**config.mk**
```make
export PLATFORM = sky130hd
export DESIGN_NAME = div_unit
export DESIGN_NICKNAME = d
export VERILOG_FILES = /design/src/rtl/div_unit_pkg.sv /design/src/rtl/div_unit.sv
export SDC_FILE = /design/constraint.sdc
export NUM_CORES = 1
export LEC_CHECK = 0
export BUFFER_PORTS_ARGS = -buffer_cell sky130_fd_sc_hd__buf_4
export CORE_MARGIN = 2
export CORE_UTILIZATION = 55
export DETAILED_ROUTE_END_ITERATION = 6
export GPL_TIMING_DRIVEN = 0
export PLACE_DENSITY = 0.76
export SYNTH_ARGS = -nofsm -noshare
export SYNTH_HDL_FRONTEND = slang
export SYNTH_SLANG_ARGS = --single-unit
```
**constraint.sdc**
```tcl
create_clock -name clk -period 9.8 [get_ports clk]
set_input_delay 0 -clock clk [delete_from_list [all_inputs] [get_ports clk]]
set_output_delay 0 -clock clk [all_outputs]
set_load 0.02 [all_outputs]
```
**src/rtl/div_unit_pkg.sv**
```systemverilog
// Shared definitions for the iterative divider: FSM encodings, handshake levels, width default.
// Latency: none (definitions only).
// Backpressure: none (definitions only).
package div_unit_pkg;

   // Default operand width; the result is twice this wide ({remainder, quotient}).
   localparam int DIV_DATA_W = 32;

   // Divider FSM states.
   typedef enum logic [1:0] {
      DivFree   = 2'b00,
      DivByZero = 2'b01,
      DivOn     = 2'b10,
      DivEnd    = 2'b11
   } div_state_e;

   // Levels of ready_o.
   localparam logic DivResultReady    = 1'b1;
   localparam logic DivResultNotReady = 1'b0;

   // Levels of start_i.
   localparam logic DivStart = 1'b1;
   localparam logic DivStop  = 1'b0;

endpackage : div_unit_pkg

```
**src/rtl/div_unit.sv**
```systemverilog
// Iterative restoring divider (DIV/DIVU), one quotient bit per cycle, result {rem, quo}.
// Latency: DATA_W+2 cycles from acceptance to ready_o; 2 cycles for a zero divisor.
// Backpressure: start_i is held until ready_o; result is held in END while start_i stays high.
module div_unit
   import div_unit_pkg::*;
#(
   parameter int DATA_W = DIV_DATA_W
) (
   input  logic                clk,
   input  logic                rst,
   input  logic                start_i,
   input  logic                annul_i,
   input  logic                signed_div_i,
   input  logic [DATA_W-1:0]   opdata1_i,
   input  logic [DATA_W-1:0]   opdata2_i,
   output logic [2*DATA_W-1:0] result_o,
   output logic                ready_o
);

   // The counter has to reach DATA_W: steps run at 0..DATA_W-1 and the
   // count of DATA_W is the sign-correction cycle.
   localparam int               CNT_W    = $clog2(DATA_W + 1);
   localparam logic [CNT_W-1:0] CNT_LAST = CNT_W'(DATA_W);

   div_state_e          state_q,   state_d;
   logic [CNT_W-1:0]    cnt_q,     cnt_d;
   // dvd_q starts as the dividend magnitude; each step shifts one dividend
   // bit out of the top and one quotient bit into the bottom, so after
   // DATA_W steps it holds the unsigned quotient.
   logic [DATA_W-1:0]   dvd_q,     dvd_d;
   logic [DATA_W-1:0]   dvs_q,     dvs_d;
   logic [DATA_W-1:0]   rem_q,     rem_d;
   logic                neg_quo_q, neg_quo_d;
   logic                neg_rem_q, neg_rem_d;
   logic [2*DATA_W-1:0] result_q,  result_d;

   // Step datapath and operand sign handling.
   logic [DATA_W:0]     shifted;
   logic [DATA_W:0]     trial;
   logic                q_bit;
   logic                sign_a;
   logic                sign_b;
   logic [DATA_W-1:0]   quo_fix;
   logic [DATA_W-1:0]   rem_fix;

   // Restoring step: the partial remainder is always below the divisor, so
   // shifted - divisor lies in [-divisor, divisor-1] and fits DATA_W+1 bits
   // in two's complement; its top bit is the borrow.
   always_comb begin
      shifted = {rem_q, dvd_q[DATA_W-1]};
      trial   = shifted - {1'b0, dvs_q};
      q_bit   = ~trial[DATA_W];
      sign_a  = signed_div_i & opdata1_i[DATA_W-1];
      sign_b  = signed_div_i & opdata2_i[DATA_W-1];
      quo_fix = neg_quo_q ? (~dvd_q + 1'b1) : dvd_q;
      rem_fix = neg_rem_q ? (~rem_q + 1'b1) : rem_q;
   end

   // Next-state and datapath control; everything holds unless a state says otherwise.
   always_comb begin
      state_d   = state_q;
      cnt_d     = cnt_q;
      dvd_d     = dvd_q;
      dvs_d     = dvs_q;
      rem_d     = rem_q;
      neg_quo_d = neg_quo_q;
      neg_rem_d = neg_rem_q;
      result_d  = result_q;

      unique case (state_q)
         DivFree: begin
            // Acceptance latches magnitudes and the correction signs so later
            // operand or mode changes on the inputs have no effect.
            if (start_i == DivStart && !annul_i) begin
               dvd_d     = sign_a ? (~opdata1_i + 1'b1) : opdata1_i;
               dvs_d     = sign_b ? (~opdata2_i + 1'b1) : opdata2_i;
               rem_d     = '0;
               cnt_d     = '0;
               neg_quo_d = sign_a ^ sign_b;
               neg_rem_d = sign_a;
               result_d  = '0;
               state_d   = (opdata2_i == '0) ? DivByZero : DivOn;
            end
         end

         DivByZero: begin
            if (annul_i) begin
               state_d = DivFree;
            end else begin
               result_d = '0;
               state_d  = DivEnd;
            end
         end

         DivOn: begin
            if (annul_i) begin
               state_d = DivFree;
               cnt_d   = '0;
            end else if (cnt_q == CNT_LAST) begin
               // Signed overflow (most-negative / -1) wraps naturally here:
               // negating 0x80..0 gives 0x80..0.
               result_d = {rem_fix, quo_fix};
               cnt_d    = '0;
               state_d  = DivEnd;
            end else begin
               dvd_d = {dvd_q[DATA_W-2:0], q_bit};
               rem_d = q_bit ? trial[DATA_W-1:0] : shifted[DATA_W-1:0];
               cnt_d = cnt_q + 1'b1;
            end
         end

         DivEnd: begin
            // annul_i is deliberately ignored: the result is already committed.
            if (start_i == DivStop) begin
               result_d = '0;
               state_d  = DivFree;
            end
         end

         default: begin
            state_d = DivFree;
         end
      endcase
   end

   // State and datapath registers with synchronous reset clearing all operands.
   always_ff @(posedge clk) begin
      if (rst) begin
         state_q   <= DivFree;
         cnt_q     <= '0;
         dvd_q     <= '0;
         dvs_q     <= '0;
         rem_q     <= '0;
         neg_quo_q <= 1'b0;
         neg_rem_q <= 1'b0;
         result_q  <= '0;
      end else begin
         state_q   <= state_d;
         cnt_q     <= cnt_d;
         dvd_q     <= dvd_d;
         dvs_q     <= dvs_d;
         rem_q     <= rem_d;
         neg_quo_q <= neg_quo_d;
         neg_rem_q <= neg_rem_d;
         result_q  <= result_d;
      end
   end

   // Outputs are only live in END, so partial results never leak out.
   always_comb begin
      ready_o  = (state_q == DivEnd) ? DivResultReady : DivResultNotReady;
      result_o = (state_q == DivEnd) ? result_q : '0;
   end

endmodule : div_unit

```
==> results.toml, run 1 <==
[worst_setup_path]
required_ns = 10.11
start_kind = "register"
path_max_fanout = 10
critPathArrivalTime_ns = 4.64
crit_type = "reg -> reg"
crit_path_end_kind = "register"

[timing]
finClkSkew_ns = 0.0110
finalSetupViolCount = 0
fmax_mhz = 231
rsz0062_at_grt = "no"
fin_setup_tns_ns = 0
slew_viol_final = 0
min_period_ns = 4.33
hold_slack_ns = -0.00951
period_share_pct = 44.2
slew_headroom_pct = 31.5
worst_pin_slew_ns = 1.02
finalHoldViolCount = 1

[grt]
antenna_found_initial = 0
first_global_vias = 10100
overflow = 0
grt_use_total_pct = 29.1
grt_max_degree = 18
grt_pass1_wl_um = 51000

[power_and_ir_drop]
cellLeakagePower_nw = 5.24
p_per_area_mw_per_mm2 = 208
vdd_drop_max_v = 0.000148

[clock_tree]
cts_made_buffers = 17
htree_levels = 4
cts.clk_slew.worst_paths_ns = 0.07
cts_root_buf = "clkbuf_16"
cts_tree = "built"
cts_sinks = 170
clk_latency_ns = 0.44
cts.path.max_buffers = 2
post_cts_resized = 0

[yosys]
synth_seq_area_share_pct = 30.6
synth_area_leader_cell = "dfxtp_1"
ys.flop_type = "dfxtp_1"
synth_seq_cells = 170
yosysTopAreaCellShare_pct = 30.6
synth_cells = 1464
synth_warnings = 0
async_flop_share_pct = 0
syn-num-nets = 1576
synth-edff-count = 0
synth_area_sq_mm = 0.0111
syn_avg_cell_area_sq_um = 7.61
netlist_top_cells_count = "nand2_1 (201), dfxtp_1 (170), o21ai_0 (119)"
synth_cell_types = 58
yosysMostFrequentCell = "nand2_1"
yosys-top-cells-area = "dfxtp_1 (31%), xnor2_1 (6.9%), nand2_1 (6.8%), o21ai_0 (5.3%), ha_1 (4.7%)"

[cells_and_area]
syn_to_final_growth_pct = 21.2
drive_above_1_share_pct = 10.7
n_antenna_cell = 0
finalNetCount = 1769
design_area_sq_mm = 0.0135
final.fill_count = 1775

[floorplanning]
die_w_um = 146
dieArea_sq_mm = 0.0214
die_h_um = 146
ios = 134
rows = 52
coreArea_sq_mm = 0.0200
initial_core_util_pct = 55.6

[routing]
wl_per_cell_um = 16.2
via_per_inst = 5.69
vias = 11000
drtPass1Iterations = 5
drtIter0Drc = 695
antenna_left = 0
wirelength_um = 31400
drcViolationCount = 0

[run]
maxCapViolCount = 0

[run_status]
violations = "negative hold slack"
status = "finished, violations left"

[place]
dpl.hpwl_um = 24200
dpl_cell_area_sq_mm = 0.0125
gp_congestion = 0.909
port_buffers = 132

[min_path]
hp-class = "in -> reg"
## final timing paths
| check | from | endpoint | slack [ns] | cells past startpoint |
|---|---|---|---|---|
| setup reg to reg | dvd_q[31]$_SDFFE_PP0P_ | rem_q[28]$_SDFFE_PP0P_ | 5.47 | 13 |
| hold / removal | opdata2_i[5] | dvs_q[5]$_SDFFE_PP0P_ | -0.01 | 3 |
| hold reg to reg | result_q[58]$_SDFFE_PP0P_ | result_q[58]$_SDFFE_PP0P_ | 0.45 | 2 |
| setup / recovery | dvd_q[31]$_SDFFE_PP0P_ | rem_q[28]$_SDFFE_PP0P_ | 5.47 | 13 |
## layout by cell type (no fill, tap or decap), types with 58 or more instances in the layout
master / instances
inv_1: 62
xnor2_1: 88
clkbuf_1: 76
o21ai_0: 119
dfxtp_1: 170
a21oi_1: 92
xor2_1: 58
nor2_1: 118
and2_1: 70
buf_4: 132
nand2_1: 201
## repair_timing
| action | in CTS | in global routing |
|---|---|---|
| endpoints found under the hold margin | 39 | 0 |
| setup buffers | 0 | 0 |
| setup endpoints to repair | 0 | 0 |
| hold buffers | 42 | 0 |
## flip-flops by register name (all words and copies together) (netlist names)
signal	flops
dvs_q	32
rem_q	32
dvd_q	32
cnt_q	6
neg_quo_q	1
result_q	64
state_q	2
neg_rem_q	1
## per-layer routing
layer	GRT usage, %	share of wire, %	up-vias
met2	43.6	42	384
met4	8.45	1.7	0
met5	0	0	-
met1	43.0	49	5072
li1	-	-	5547
met3	5.00	7.4	39
## per-stage QoR
stage | hold slack [ns] | total power, mW | instances | setup slack, ns | util [%]
floorplan | 0.136 | 1.75 | 1464 | 6.42 | -
global placement | 0.307 | 2.05 | 1866 | 5.54 | 62.2
detailed placement | 0.308 | 2.07 | 1866 | 5.54 | 62.2
CTS | 0.000677 | 2.78 | 1940 | 5.52 | 67.3
global route | 0.00307 | 2.98 | 1940 | 5.17 | 67.3
finish | -0.00951 | 2.81 | 1940 | 5.47 | 67.3
## power by group
group	leakage, nW	internal [mW]	switching (mW)
combinational	3.57	0.458	0.779
clock	0.290	0.386	0.313
sequential	1.38	0.772	0.103
total	5.24	1.62	1.20
## cell type report
| cell class | count | area [sq um] | share of cell area (%) |
|---|---|---|---|
| Timing Repair Buffer | 174 | 1410 | 10.5 |
| Inverter | 62 | 233 | 1.72 |
| Multi-Input combinational cell | 1150 | 7180 | 53.2 |
| Tap cell | 270 | 338 | 2.50 |
| Clock inverter | 15 | 186 | 1.38 |
| Sequential cell | 170 | 3400 | 25.2 |
| Clock buffer | 17 | 425 | 3.15 |
| Buffer | 82 | 318 | 2.35 |
## cells by family after synthesis
kind of cell,after synthesis,share of synthesized area (%)
simple gates,520,22.1
compound gates,411,23.3
flops,170,30.6
xor+xnor,146,11.5
buf+inv,144,4.94
fa+ha+maj,43,4.90
mux,30,2.70
## critical path: stages (launching register included)
cell and delay (ns):
dfxtp_1 0.33, inv_1 0.08, ha_1 0.23, fa_1 0.40, nor2b_1 0.19, o2111ai_1 0.16
nand3b_1 0.16, a41oi_1 0.20, o21ai_0 0.52, a221oi_1 0.19, xnor2_1 0.84, clkbuf_1 0.55
mux2i_1 0.25, o21ai_0 0.08
No activity file was read; power rests on OpenSTA's default activity.
==> run 2: changes to the inputs <==
==> constraint.sdc (replaced) <==
create_clock -name clk -period 4 [get_ports clk]
set_input_delay 0 -clock clk [delete_from_list [all_inputs] [get_ports clk]]
set_output_delay 0 -clock clk [all_outputs]
set_load 0.02 [all_outputs]
==> run 2 against run 1 <==
Net effect: the flow still finishes with violations (negative hold slack); clock skew decreased by 0.00080 ns; count of clock-buffer cells in the layout unchanged; combinational power increased by 150%; final area rose by 0.34%; critical endpoint is now rem_q[29]$_SDFFE_PP0P_; largest cell class unchanged; largest power group unchanged; highest routed layer unchanged.
==> results.toml, run 2 (synthesized netlist as in run 1, its figures left out) <==
[grt]
grt_use_total_pct = 29.1
use_met3_pct = 5.00
grt_max_degree = 18
grt.met2_usage_pct = 43.5
overflow = 0
grt_pass1_wl_um = 51000
grt_use_met1_pct = 43.0
top_usage_layer = "met2"
first_global_vias = 10100
antenna_found_initial = 0

[cells_and_area]
finalNetCount = 1774
final_common_cell = "nand2_1"
largest_register = "result_q"
n_antenna_cell = 0
drive_above_1_share_pct = 11.0
final_util_pct = 67.6
final_cell_mix = "nand2_1 (201), dfxtp_1 (170), buf_4 (137), o21ai_0 (118), nor2_1 (118)"
largest_reg_flops = 64
syn_to_final_growth_pct = 21.6

[timing]
finalHoldViolCount = 1
fmax_mhz = 281
finalSetupViolCount = 0
period_share_pct = 88.9
fin_setup_tns_ns = 0
min_period_ns = 3.56
rsz0062_at_grt = "no"
hold_slack_ns = -0.0121
slew_viol_final = 0
slew_headroom_pct = 31.1
finClkSkew_ns = 0.0102
setup_ws_ns = 0.443
worst_pin_slew_ns = 1.03

[floorplanning]
ios = 134
die_w_um = 146
coreArea_sq_mm = 0.0200
die_h_um = 146
rows = 52
dieArea_sq_mm = 0.0214
initial_core_util_pct = 55.6

[worst_setup_path]
required_ns = 4.31
start_kind = "register"
crit_type = "reg -> reg"
crit_chain = "ha_1 -> a21o_1 -> a211oi_1 -> o211ai_1 -> o21ai_0 -> o221ai_1 -> a211oi_1 -> nor3_1 -> o41ai_1 -> o21ai_0"
path_delay_family = "compound AO/OA/AOI/OAI gates"
critPathMaxStageDelay_ns = 0.52
crit_path_end_kind = "register"
critPathSlowestCell = "dfxtp_1"
critPathArrivalTime_ns = 3.87
path_max_fanout = 8
path_buf_inv = 0

[routing]
via_per_inst = 5.67
drtIter0Drc = 758
antenna_left = 0
wirelength_um = 31400
drcViolationCount = 0
wl_per_cell_um = 16.2
vias = 11000
drtPass1Iterations = 5

[place]
port_buffers = 132
gp_congestion = 0.909
dpl.hpwl_um = 24200
place_ws_ns = -0.256

[power_and_ir_drop]
p_per_area_mw_per_mm2 = 510
cellLeakagePower_nw = 5.28
vdd_drop_max_v = 0.000365

[clock_tree]
cts_tree = "built"
cts_sinks = 170
clk_latency_ns = 0.44
cts.clk_slew.worst_paths_ns = 0.07
htree_levels = 4
cts.path.max_buffers = 2
cts_root_buf = "clkbuf_16"
cts_made_buffers = 17

[run_status]
status = "finished, violations left"
violations = "negative hold slack"

[run]
maxCapViolCount = 0

[min_path]
hp-class = "in -> reg"
==> run 2: stage by stage <==
step	instance area (sq um)	total power, mW	cells
final	13500	6.91	1945
after global routing	13500	7.34	1945
after CTS	13500	6.82	1940
after detailed placement	12500	5.08	1866
after global placement	12500	5.03	1866
after floorplan	11100	4.29	1464
==> run 2: layout make-up <==
type	instances	area [sq um]
Sequential cell	170	3400
Clock inverter	15	186
Timing Repair Buffer	179	1450
Multi-Input combinational cell	1150	7190
Fill cell	1770	6500
Tap cell	270	338
Clock buffer	17	425
Buffer	82	319
Inverter	62	233
==> run 2: timing repair <==
action,4_1_cts,5_1_grt
gates resized for setup,2,1
endpoints found under the setup margin,27,27
buffers inserted,0,5
pin swaps,0,1
hold buffers,42,0
endpoints found under the hold margin,39,0
==> run 2: where the power goes <==
| group | internal (mW) | switching [mW] | leakage (nW) |
|---|---|---|---|
| registers | 1.89 | 0.252 | 1.38 |
| logic | 1.15 | 1.91 | 3.61 |
| clock network | 0.945 | 0.765 | 0.290 |
| total | 3.98 | 2.93 | 5.28 |
==> run 2: final timing paths <==
check        slack [ns]                 startpoint  depth (start not counted)                         to
max reg2reg        0.44      rem_q[5]$_SDFFE_PP0P_                         10     rem_q[29]$_SDFFE_PP0P_
min reg2reg        0.45  result_q[58]$_SDFFE_PP0P_                          2  result_q[58]$_SDFFE_PP0P_
min               -0.01               opdata2_i[5]                          3      dvs_q[5]$_SDFFE_PP0P_
max                0.44      rem_q[5]$_SDFFE_PP0P_                         10     rem_q[29]$_SDFFE_PP0P_
==> run 2: worst register-to-register path, cell delays in order (launching register included) <==
cell and delay, ns:
dfxtp_1 0.52, ha_1 0.37, a21o_1 0.22, a211oi_1 0.40
o211ai_1 0.15, o21ai_0 0.34, o221ai_1 0.27, a211oi_1 0.52
nor3_1 0.11, o41ai_1 0.41, o21ai_0 0.11
==> run 2: routing by layer <==
| layer | part of all wire, % | up-vias |
|---|---|---|
| met5 | 0 | - |
| met4 | 1.8 | 0 |
| met3 | 8.3 | 43 |
| met2 | 42 | 402 |
| met1 | 48 | 5025 |
| li1 | - | 5550 |
